File: src/rtl/fetch_predict_cache_pkg.sv
// Shared constants and predictor counter encoding for the fetch/predict/cache slice.
package fetch_predict_cache_pkg;

   localparam int unsigned WORD_SIZE       = 32;
   localparam int unsigned CACHE_LINE_SIZE = 128;
   localparam logic [31:0] NOP             = 32'h0000_0013;
   localparam logic [31:0] PC_INITIAL      = 32'h0000_0000;

   typedef enum logic [1:0] {
      CTR_SNT = 2'b00,
      CTR_WNT = 2'b01,
      CTR_WT  = 2'b10,
      CTR_ST  = 2'b11
   } ctr_t;

   function automatic ctr_t ctr_next(input ctr_t c, input logic taken);
      ctr_t n;
      n = c;
      if (taken) begin
         if (c != CTR_ST) n = ctr_t'(c + 2'd1);
      end else begin
         if (c != CTR_SNT) n = ctr_t'(c - 2'd1);
      end
      return n;
   endfunction

endpackage

File: src/rtl/fetch_predict_cache_branch_predictor.sv
// Direct-mapped branch target buffer with 2-bit saturating direction counters.
module branch_predictor
   import fetch_predict_cache_pkg::*;
#(
   parameter int unsigned WORD_W  = WORD_SIZE,
   parameter int unsigned ENTRIES = 8
) (
   input  logic              clk,
   input  logic              rst,
   input  logic [WORD_W-1:0] pc,
   input  logic [WORD_W-1:0] pce,
   input  logic              branch_e,
   input  logic              zero_e,
   input  logic [WORD_W-1:0] pc_target_e,
   input  logic [WORD_W-1:0] saved_pc,
   input  logic              reset_branch,
   output logic              taking_branch,
   output logic [WORD_W-1:0] pred_target
);

   localparam int unsigned IDX_W = $clog2(ENTRIES);
   localparam int unsigned TAG_W = WORD_W - IDX_W - 2;

   logic [ENTRIES-1:0] valid_q, valid_d;
   logic [TAG_W-1:0]   tag_q    [ENTRIES];
   logic [TAG_W-1:0]   tag_d    [ENTRIES];
   logic [WORD_W-1:0]  target_q [ENTRIES];
   logic [WORD_W-1:0]  target_d [ENTRIES];
   ctr_t               ctr_q    [ENTRIES];
   ctr_t               ctr_d    [ENTRIES];
   logic [IDX_W-1:0]   l_idx, u_idx, r_idx;
   logic [TAG_W-1:0]   l_tag, u_tag, r_tag;
   logic               unused_low_bits;

   always_comb begin
      l_idx           = pc[2 +: IDX_W];
      l_tag           = pc[2 + IDX_W +: TAG_W];
      u_idx           = pce[2 +: IDX_W];
      u_tag           = pce[2 + IDX_W +: TAG_W];
      r_idx           = saved_pc[2 +: IDX_W];
      r_tag           = saved_pc[2 + IDX_W +: TAG_W];
      unused_low_bits = ^{pc[1:0], pce[1:0], saved_pc[1:0]};
      taking_branch   = valid_q[l_idx] && (tag_q[l_idx] == l_tag) && ctr_q[l_idx][1];
      pred_target     = target_q[l_idx];
      valid_d         = valid_q;
      tag_d           = tag_q;
      target_d        = target_q;
      ctr_d           = ctr_q;
      if (branch_e) begin
         if (valid_q[u_idx] && (tag_q[u_idx] == u_tag)) begin
            ctr_d[u_idx] = ctr_next(ctr_q[u_idx], zero_e);
            if (zero_e) target_d[u_idx] = pc_target_e;
         end else begin
            valid_d[u_idx]  = 1'b1;
            tag_d[u_idx]    = u_tag;
            target_d[u_idx] = pc_target_e;
            ctr_d[u_idx]    = zero_e ? CTR_WT : CTR_WNT;
         end
      end
      // Invalidation is judged against the post-update entry so it overrides a same-cycle allocate.
      if (reset_branch && valid_d[r_idx] && (tag_d[r_idx] == r_tag)) valid_d[r_idx] = 1'b0;
   end

   always_ff @(posedge clk or posedge rst) begin
      if (rst) begin
         valid_q <= '0;
         for (int unsigned i = 0; i < ENTRIES; i++) begin
            tag_q[i]    <= '0;
            target_q[i] <= '0;
            ctr_q[i]    <= CTR_WNT;
         end
      end else begin
         valid_q  <= valid_d;
         tag_q    <= tag_d;
         target_q <= target_d;
         ctr_q    <= ctr_d;
      end
   end

endmodule

File: src/rtl/fetch_predict_cache_icache.sv
// Direct-mapped instruction cache; misses stall fetch and request a whole line.
module icache
   import fetch_predict_cache_pkg::*;
#(
   parameter int unsigned       WORD_W   = WORD_SIZE,
   parameter int unsigned       LINE_W   = CACHE_LINE_SIZE,
   parameter int unsigned       LINES    = 4,
   parameter logic [WORD_W-1:0] NOP_WORD = NOP
) (
   input  logic              clk,
   input  logic              rst,
   input  logic [WORD_W-1:0] pc,
   input  logic [LINE_W-1:0] mem_line,
   input  logic              mem_ready,
   output logic [WORD_W-1:0] instr,
   output logic [WORD_W-1:0] pc_mem,
   output logic              mem_read,
   output logic              stall
);

   localparam int unsigned OFF_W = $clog2(LINE_W / 8);
   localparam int unsigned IDX_W = $clog2(LINES);
   localparam int unsigned TAG_W = WORD_W - OFF_W - IDX_W;
   localparam int unsigned SEL_W = OFF_W - 2;

   logic [LINES-1:0]  valid_q, valid_d;
   logic [TAG_W-1:0]  tag_q  [LINES];
   logic [TAG_W-1:0]  tag_d  [LINES];
   logic [LINE_W-1:0] data_q [LINES];
   logic [LINE_W-1:0] data_d [LINES];
   logic [IDX_W-1:0]  idx;
   logic [TAG_W-1:0]  tag;
   logic [SEL_W-1:0]  sel;
   int unsigned       word_off;
   logic              hit;
   logic              unused_pc_bits;

   always_comb begin
      idx            = pc[OFF_W +: IDX_W];
      tag            = pc[OFF_W + IDX_W +: TAG_W];
      sel            = pc[2 +: SEL_W];
      unused_pc_bits = ^pc[1:0];
      word_off       = 32'(sel) * WORD_W;
      hit            = valid_q[idx] && (tag_q[idx] == tag);
      instr          = hit ? data_q[idx][word_off +: WORD_W] : NOP_WORD;
      mem_read       = !hit;
      stall          = !hit;
      pc_mem         = {pc[WORD_W-1:OFF_W], {OFF_W{1'b0}}};
      valid_d        = valid_q;
      tag_d          = tag_q;
      data_d         = data_q;
      // A returning line is only accepted while the current PC misses.
      if (!hit && mem_ready) begin
         valid_d[idx] = 1'b1;
         tag_d[idx]   = tag;
         data_d[idx]  = mem_line;
      end
   end

   always_ff @(posedge clk or posedge rst) begin
      if (rst) begin
         valid_q <= '0;
         for (int unsigned i = 0; i < LINES; i++) begin
            tag_q[i]  <= '0;
            data_q[i] <= '0;
         end
      end else begin
         valid_q <= valid_d;
         tag_q   <= tag_d;
         data_q  <= data_d;
      end
   end

endmodule

File: src/rtl/fetch_predict_cache.sv
// Fetch stage front end: I-cache lookup plus next-PC prediction from the BTB.
module fetch_predict_cache #(
   parameter int unsigned          WORD_SIZE       = fetch_predict_cache_pkg::WORD_SIZE,
   parameter int unsigned          CACHE_LINE_SIZE = fetch_predict_cache_pkg::CACHE_LINE_SIZE,
   parameter int unsigned          CACHE_LINES     = 4,
   parameter int unsigned          BTB_ENTRIES     = 8,
   parameter logic [WORD_SIZE-1:0] NOP             = fetch_predict_cache_pkg::NOP
) (
   input  logic                       clk,
   input  logic                       rst,
   input  logic [WORD_SIZE-1:0]       PC,
   input  logic [WORD_SIZE-1:0]       PCE,
   input  logic                       BranchE,
   input  logic                       ZeroE,
   input  logic [WORD_SIZE-1:0]       PCTargetE,
   input  logic [WORD_SIZE-1:0]       SavedPC,
   input  logic                       resetBranch,
   input  logic [CACHE_LINE_SIZE-1:0] MemLine,
   input  logic                       MemReady,
   output logic [WORD_SIZE-1:0]       PCPlus4,
   output logic [WORD_SIZE-1:0]       NextInstruction,
   output logic                       TakingBranch,
   output logic [WORD_SIZE-1:0]       Instr,
   output logic [WORD_SIZE-1:0]       PCMem,
   output logic                       MemRead,
   output logic                       CacheStall
);

   import fetch_predict_cache_pkg::*;

   logic [WORD_SIZE-1:0] pred_target;

   always_comb begin
      PCPlus4         = PC + WORD_SIZE'(4);
      NextInstruction = TakingBranch ? pred_target : PCPlus4;
   end

   icache #(
      .WORD_W   (WORD_SIZE),
      .LINE_W   (CACHE_LINE_SIZE),
      .LINES    (CACHE_LINES),
      .NOP_WORD (NOP)
   ) u_icache (
      .clk       (clk),
      .rst       (rst),
      .pc        (PC),
      .mem_line  (MemLine),
      .mem_ready (MemReady),
      .instr     (Instr),
      .pc_mem    (PCMem),
      .mem_read  (MemRead),
      .stall     (CacheStall)
   );

   branch_predictor #(
      .WORD_W  (WORD_SIZE),
      .ENTRIES (BTB_ENTRIES)
   ) u_branch_predictor (
      .clk           (clk),
      .rst           (rst),
      .pc            (PC),
      .pce           (PCE),
      .branch_e      (BranchE),
      .zero_e        (ZeroE),
      .pc_target_e   (PCTargetE),
      .saved_pc      (SavedPC),
      .reset_branch  (resetBranch),
      .taking_branch (TakingBranch),
      .pred_target   (pred_target)
   );

endmodule

File: config.mk
export PLATFORM = sky130hd
export DESIGN_NAME = fetch_predict_cache
export DESIGN_NICKNAME = d
export VERILOG_FILES = /design/src/rtl/fetch_predict_cache_pkg.sv /design/src/rtl/fetch_predict_cache_branch_predictor.sv /design/src/rtl/fetch_predict_cache_icache.sv /design/src/rtl/fetch_predict_cache.sv
export SDC_FILE = /design/constraint.sdc
export NUM_CORES = 2
export LEC_CHECK = 0
export CORE_MARGIN = 10
export CORE_UTILIZATION = 55
export DETAILED_ROUTE_END_ITERATION = 12
export PLACE_DENSITY = 0.71
export SLEW_MARGIN = 20
export SYNTH_ARGS = -nofsm -noshare
export SYNTH_HDL_FRONTEND = slang
export SYNTH_SLANG_ARGS = --single-unit
File: constraint.sdc
create_clock -name clk -period 42.3 [get_ports clk]
set_input_delay 6.345 -clock clk [delete_from_list [all_inputs] [get_ports clk]]
set_output_delay 6.345 -clock clk [all_outputs]
set_load 0.02 [all_outputs]
* After elaboration in Yosys (flattened, before gate mapping)
Index checks and enable logic that the tools add are counted.
** Word-level totals
- Word-level logic and storage cells :: 150
- Input port bits :: 262
- Output and inout port bits :: 131
- Register bits :: 1116
** Operators by class
- Equality and inequality tests :: 6
- Shift operators :: 1
- Order comparisons :: 13
- Add/sub/neg operators :: 3
- Reductions and logical operators :: 15
- Mux-type cells :: 70
- Bitwise gates (word level) :: 8
** Operators with widths (count)
- bitwise mux 512 bit :: 1
- 2-to-1 mux 256 bit :: 2
- 2-to-1 mux 216 bit :: 2
- 2-to-1 mux 128 bit :: 3
- binary-select mux 128 bit (select 2 bit) :: 1
- bitwise mux 256 bit :: 1
- demux 128 bit (select 2 bit) :: 1
- binary-select mux 27 bit (select 3 bit) :: 3
- bitwise mux 216 bit :: 1
- 2-to-1 mux 27 bit :: 7
- 2-to-1 mux 32 bit :: 5
- variable part select 128 x 8 -> 32 bit :: 1
- bitwise mux 104 bit :: 1
- binary-select mux 32 bit (select 3 bit) :: 1
- demux 32 bit (select 3 bit) :: 1
- demux 27 bit (select 3 bit) :: 1
- equality test 27 bit :: 3
- 2-to-1 mux 26 bit :: 3
- binary-select mux 26 bit (select 2 bit) :: 1
- demux 26 bit (select 2 bit) :: 1
- adder 32 x 3 -> 32 bit, second input constant :: 1
- bitwise mux 16 bit :: 2
- equality test 26 bit :: 1
- 2-to-1 mux 8 bit :: 3
- other kinds (30) :: 69

* Longest topological paths before layout
- Depth after elaboration :: 14
- Gate-level depth with buffers :: 18
- Gate-level depth less buffers :: 13

* Cells and area by module
Synthesis repeated with hierarchy kept, for this count alone.
** Second synthesis, totals
- Cells, all modules :: 4080
- Area total of the unflattened synthesis :: 57413.8 sq um
** Modules (own cells, without submodules)
- icache :: sequential area each 15514.9 sq um, instances 1, cells each 1689, area each 28574.9 sq um
- branch_predictor :: sequential area each 12421.9 sq um, instances 1, cells each 2219, area each 27719.1 sq um
- fetch_predict_cache :: sequential area each 0.0 sq um, instances 1, cells each 172, area each 1119.8 sq um

* Least setup slack after synthesis
OpenSTA, ideal clock, no wires.
- Path type :: input port to output port
- Start point :: in PC[2]
- End point :: out NextInstruction[21]
- Stages on the path :: 13
- Buffers on the path :: 5
- Data required time :: 35.955 ns
- Setup slack :: 25.293 ns
- Data arrival time :: 10.662 ns
- Cell sequence :: clkbuf_1 -> buf_1 -> clkbuf_1 -> buf_1 -> mux4_2 -> mux2i_1 -> xnor2_1 -> nor4_1 -> nand2_1 -> nor4_1 -> clkbuf_1 -> nor2_1 -> a21oi_1
** On the way
- Longest elaborated chain between the ends :: 8
- Elaborated cells on any way between the ends :: 17
- Those cells by class :: add/sub (1); eq/ne (1); mux (12); bitwise (1); reduce/logical (2)
** RTL lines
- start, declared :: line fetch_predict_cache.sv:11 : input logic [WORD_SIZE-1:0] PC,
- inverter 3 -> 4 bit (implied by the code) :: line fetch_predict_cache_branch_predictor.sv:43 : taking_branch = valid_q[l_idx] && (tag_q[l_idx] == l_tag) && ctr_q[l_idx][1];
- binary-select mux 27 bit (select 3 bit) :: line fetch_predict_cache_branch_predictor.sv:43
- 2-to-1 mux 27 bit (implied by the code) (2 in series) :: line fetch_predict_cache_branch_predictor.sv:43
- equality test 27 bit :: line fetch_predict_cache_branch_predictor.sv:43
- logical AND 1 bit :: line fetch_predict_cache_branch_predictor.sv:43
- logical AND 1 bit (*) :: line fetch_predict_cache_branch_predictor.sv:43
- via TakingBranch :: line fetch_predict_cache.sv:22 : output logic TakingBranch,
- 2-to-1 mux 32 bit (*) :: line fetch_predict_cache.sv:35 : NextInstruction = TakingBranch ? pred_target : PCPlus4;
- end, declared :: line fetch_predict_cache.sv:21 : output logic [WORD_SIZE-1:0] NextInstruction,
Mark *: on every way through the listed nets, which the timed path passes. The rest lies on a longest branch. The select of a mux whose other input is x is not followed.

* Worst setup path in the final report
- Start point :: in PC[2]
- End point :: out NextInstruction[12]
** On the way
- Longest elaborated chain between the ends :: 8
- Elaborated cells on any way between the ends :: 17
- Those cells by class :: add/sub (1); eq/ne (1); mux (12); bitwise (1); reduce/logical (2)
** RTL lines (line)
- inverter 3 -> 4 bit (implied by the code) :: fetch_predict_cache_branch_predictor.sv:43, fetch_predict_cache_branch_predictor.sv:44
- binary-select mux 27 bit (select 3 bit) :: fetch_predict_cache_branch_predictor.sv:43
- 2-to-1 mux 27 bit (implied by the code) (2 in series) :: fetch_predict_cache_branch_predictor.sv:43
- equality test 27 bit :: fetch_predict_cache_branch_predictor.sv:43
- logical AND 1 bit (2 in series) :: fetch_predict_cache_branch_predictor.sv:43
- 2-to-1 mux 32 bit (*) :: fetch_predict_cache.sv:35
Mark *: on every way between the ends. The rest lies on a longest branch, timed or not. The select of a mux whose other input is x is not followed.

==> results.json <==
{
  "status": "completed",
  "synth_top_cells_by_area": "sky130_fd_sc_hd__dfrtp_1 48%, sky130_fd_sc_hd__mux2_2 23%, sky130_fd_sc_hd__mux4_2 13%",
  "fp-row-count": 118,
  "critPathSlowestCell": "sky130_fd_sc_hd__nor2_4",
  "core_region_area_um2": 103000,
  "async_flop_share_pct": 100,
  "detailedPlacementHpwl_mm": 96.9,
  "clockRootBuffer": "sky130_fd_sc_hd__clkbuf_16",
  "synth_edf_count": 0,
  "finalHoldWorstSlack_ps": 467,
  "yosys-top-cells-count": "1148 x sky130_fd_sc_hd__mux2_2, 1108 x sky130_fd_sc_hd__dfrtp_1, 338 x sky130_fd_sc_hd__mux4_2, 297 x sky130_fd_sc_hd__nor2_1, 243 x sky130_fd_sc_hd__clkbuf_1",
  "power_density_normalized_to_cell_area_nw_per_um2": 47.0,
  "cts_tree": "done",
  "vias_per_instance": 6.26,
  "cts_sinks": 1116,
  "area.growth.synth_to_final_pct": 15.7,
  "grt_overflow": 0,
  "critical_path.max_stage_delay_ps": 780,
  "cp_data_arrival_time_ps": 12340,
  "fmax_ghz": 0.0535,
  "finalClockSkew_ps": 43.7,
  "timing_worst_setup_path_type": "in2out",
  "critPathBufInv": 4,
  "synth_top_area_share_pct": 48.4,
  "cts_setup_buffers": 0,
  "holdPathEnd": "u_icache.valid_q[3]",
  "netlist_area_um2": 57300,
  "synth_most_common_cell": "sky130_fd_sc_hd__mux2_2",
  "final-setup-viol-count": 0,
  "yosys_warning_total": 0,
  "gp_routability_congestion": 0.868,
  "path_clk_slew_ps": 60,
  "remaining_drc_errors": 0,
  "yosys.area.top_type": "sky130_fd_sc_hd__dfrtp_1",
  "io_buffer_count": 384,
  "synthFlopType": "sky130_fd_sc_hd__dfrtp_1",
  "worst_ir_drop_vdd_v": 0.0000347,
  "initial_core_util_pct": 55.3,
  "yosysSeqAreaShare_pct": 48.8,
  "die_x_um": 343,
  "drt-initial-drc-count": 2926,
  "layout-drive-gt1-share_pct": 41.4,
  "finalNetCount": 4575,
  "r2r_slack_ps": 35930,
  "synthesis.area_per_instance_um2": 14.0,
  "critPathMaxFanout": 33,
  "grt_start_max_net_pins": 167,
  "timing.max_slew.rel_slack_pct": 14.8,
  "dieArea_um2": 117000,
  "min_from": "u_icache.valid_q[3]",
  "cts.path.max_buffers": 3,
  "synth-seq-cells": 1116,
  "leakage_power_summed_over_all_cells_nw": 27.1,
  "crit_path_cell_trace": "clkbuf_8 > buf_4 > buf_4 > mux4_2 > mux2i_1 > xnor2_1 > nor4_1 > or4bb_1 > or4_1 > nor2_4 > a31oi_1 > clkdlybuf4s50_1",
  "min_path_type": "reg2reg",
  "whs_path_depth": 1,
  "fp.dieH_um": 343,
  "timing_hold_violations_final": 0,
  "critical-path-top-delay-family": "buffers and inverters",
  "synth.distinct_cells": 67,
  "detailedRoute.firstPassIterationCount": 5,
  "critical_path.reg2reg.endpoint": "u_branch_predictor.valid_q[2]",
  "pin_count": 393,
  "synthesized_netlist_cell_count": 4084,
  "cp_data_required_time_ps": 35950,
  "drt.antenna.violating_nets": 0,
  "grt_antenna_before_repair": 15,
  "clk_latency_ps": 740,
  "report.final.slew_viol_count": 0,
  "worst_pin_slew_ps": 1250,
  "cts_repair_resize_count": 0,
  "cts_hold_repair.buffers": 0,
  "total_of_max_cap_violations": 0,
  "grtUsageTotal_pct": 26.2,
  "first_pass_grt_wire_length_mm": 238,
  "routed_wire_length_per_instance_um": 26.9,
  "finalCriticalPeriod_ps": 18680,
  "worst_setup_path_end_kind": "primary output",
  "rr_startpoint": "u_branch_predictor.tag_q[21]",
  "via_count": 36300,
  "portion_of_the_clock_cycle_consumed_by_the_worst_path_in_the_final_layout_pct": 44.2,
  "critical-path-top-cell-by-count": "sky130_fd_sc_hd__buf_4",
  "routed_wirelength_mm": 156,
  "rsz_0062_raised_after_global_routing": "false",
  "ff2ff_path_depth": 15,
  "clock_tree.htree_level_count": 3,
  "via_count_of_the_first_global_routing_pass": 37600,
  "totalNegativeSetupSlack_ps": 0,
  "numCtsBuffers": 119,
  "worst_setup_path_start_kind": "input pin"
}
power breakdown:
| group | total, mW | internal, mW | switching, mW | leakage [nW] |
|---|---|---|---|---|
| registers | 1.41 | 1.28 | 0.125 | 13.2 |
| clock network | 1.07 | 0.629 | 0.442 | 1.97 |
| logic | 0.629 | 0.368 | 0.261 | 11.9 |
| total | 3.11 | 2.28 | 0.829 | 27.1 |
layout make-up:
cell class                      instances  area, um^2
Antenna cell                            6        15.0
Clock buffer                          168        3460
Clock inverter                         45         557
Fill cell                            7752       37300
Inverter                               68         264
Multi-Input combinational cell       2544       27800
Sequential cell                      1116       27900
Tap cell                             1380        1730
Timing Repair Buffer                  463        4500
how the worst max path moves through the flow:
| stage | depth (start not counted) | slack, ps | end | start |
|---|---|---|---|---|
| after global placement | 12 | 23580 | NextInstruction[8] | PC[2] |
| after CTS | 12 | 23490 | NextInstruction[8] | PC[2] |
| after floorplan | 1 | 4540 | u_branch_predictor.ctr_q[11] | rst |
| after detailed placement | 12 | 23520 | NextInstruction[8] | PC[2] |
| final | 12 | 23620 | NextInstruction[12] | PC[2] |
| after global routing | 12 | 23360 | NextInstruction[12] | PC[2] |
layer usage:
metal / track usage (%) / vias up / wire [um]
li1: - / 15600 / -
met1: 36.6 / 19300 / 67400
met2: 41.9 / 1114 / 73900
met3: 4.76 / 264 / 10100
met4: 7.55 / 20 / 4250
met5: 0 / - / 138
cells in the final DEF (no fill, tap or decap), types with 11 or more instances in the layout:
| cell type | count |
|---|---|
| sky130_fd_sc_hd__a2111oi_0 | 22 |
| sky130_fd_sc_hd__mux2i_1 | 141 |
| sky130_fd_sc_hd__dfrtp_1 | 1108 |
| sky130_fd_sc_hd__a2111oi_1 | 14 |
| sky130_fd_sc_hd__nand2_1 | 57 |
| sky130_fd_sc_hd__mux2_2 | 1148 |
| sky130_fd_sc_hd__and3_1 | 22 |
| sky130_fd_sc_hd__o22ai_1 | 15 |
| sky130_fd_sc_hd__clkbuf_1 | 20 |
| sky130_fd_sc_hd__nor2_1 | 295 |
| sky130_fd_sc_hd__clkinv_2 | 20 |
| sky130_fd_sc_hd__clkbuf_16 | 120 |
| sky130_fd_sc_hd__buf_4 | 75 |
| sky130_fd_sc_hd__a21oi_1 | 44 |
| sky130_fd_sc_hd__inv_1 | 65 |
| sky130_fd_sc_hd__o21ai_0 | 26 |
| sky130_fd_sc_hd__mux4_2 | 338 |
| sky130_fd_sc_hd__nand4_1 | 27 |
| sky130_fd_sc_hd__clkbuf_8 | 30 |
| sky130_fd_sc_hd__mux2_1 | 34 |
| sky130_fd_sc_hd__nor2b_1 | 35 |
| sky130_fd_sc_hd__nand2b_1 | 17 |
| sky130_fd_sc_hd__clkdlybuf4s50_1 | 377 |
| sky130_fd_sc_hd__a31oi_1 | 16 |
| sky130_fd_sc_hd__xnor2_1 | 52 |
| sky130_fd_sc_hd__nand3_1 | 26 |
| sky130_fd_sc_hd__a22oi_1 | 11 |
| sky130_fd_sc_hd__o22a_1 | 24 |
| sky130_fd_sc_hd__xor2_1 | 52 |
flip-flops by register name (all words and copies together) (netlist names):
signal                       count
u_branch_predictor.ctr_q        16
u_branch_predictor.tag_q       216
u_branch_predictor.target_q    256
u_branch_predictor.valid_q       8
u_icache.data_q                512
u_icache.tag_q                 104
u_icache.valid_q                 4
through the flow:
| stage | std cells | instance area, um^2 | utilization, % | setup slack (ps) | power [mW] |
|---|---|---|---|---|---|
| final | 5790 | 66200 | 64.0 | 23620 | 3.11 |
| after global placement | 5571 | 62200 | 60.1 | 23580 | 2.03 |
| after floorplan | 4087 | 57300 | - | 4540 | 1.87 |
| after detailed placement | 5571 | 62200 | 60.1 | 23520 | 2.05 |
| after CTS | 5784 | 66200 | 64.0 | 23490 | 3.13 |
| after global routing | 5787 | 66200 | 64.0 | 23360 | 3.25 |
cells by family after synthesis:
| kind of cell | count (synthesis) | share of synthesized area, % |
|---|---|---|
| buffers and inverters | 427 | 3.14 |
| adder cells (fa/ha/maj) | 1 | 0.0218 |
| XOR/XNOR | 104 | 1.59 |
| multiplexers | 1661 | 39.0 |
| AO/OA/AOI/OAI | 223 | 2.88 |
| AND/OR/NAND/NOR | 551 | 4.58 |
| flip-flops | 1116 | 48.8 |
| other | 1 | 0.00655 |
(Power assumes the default switching activity.)
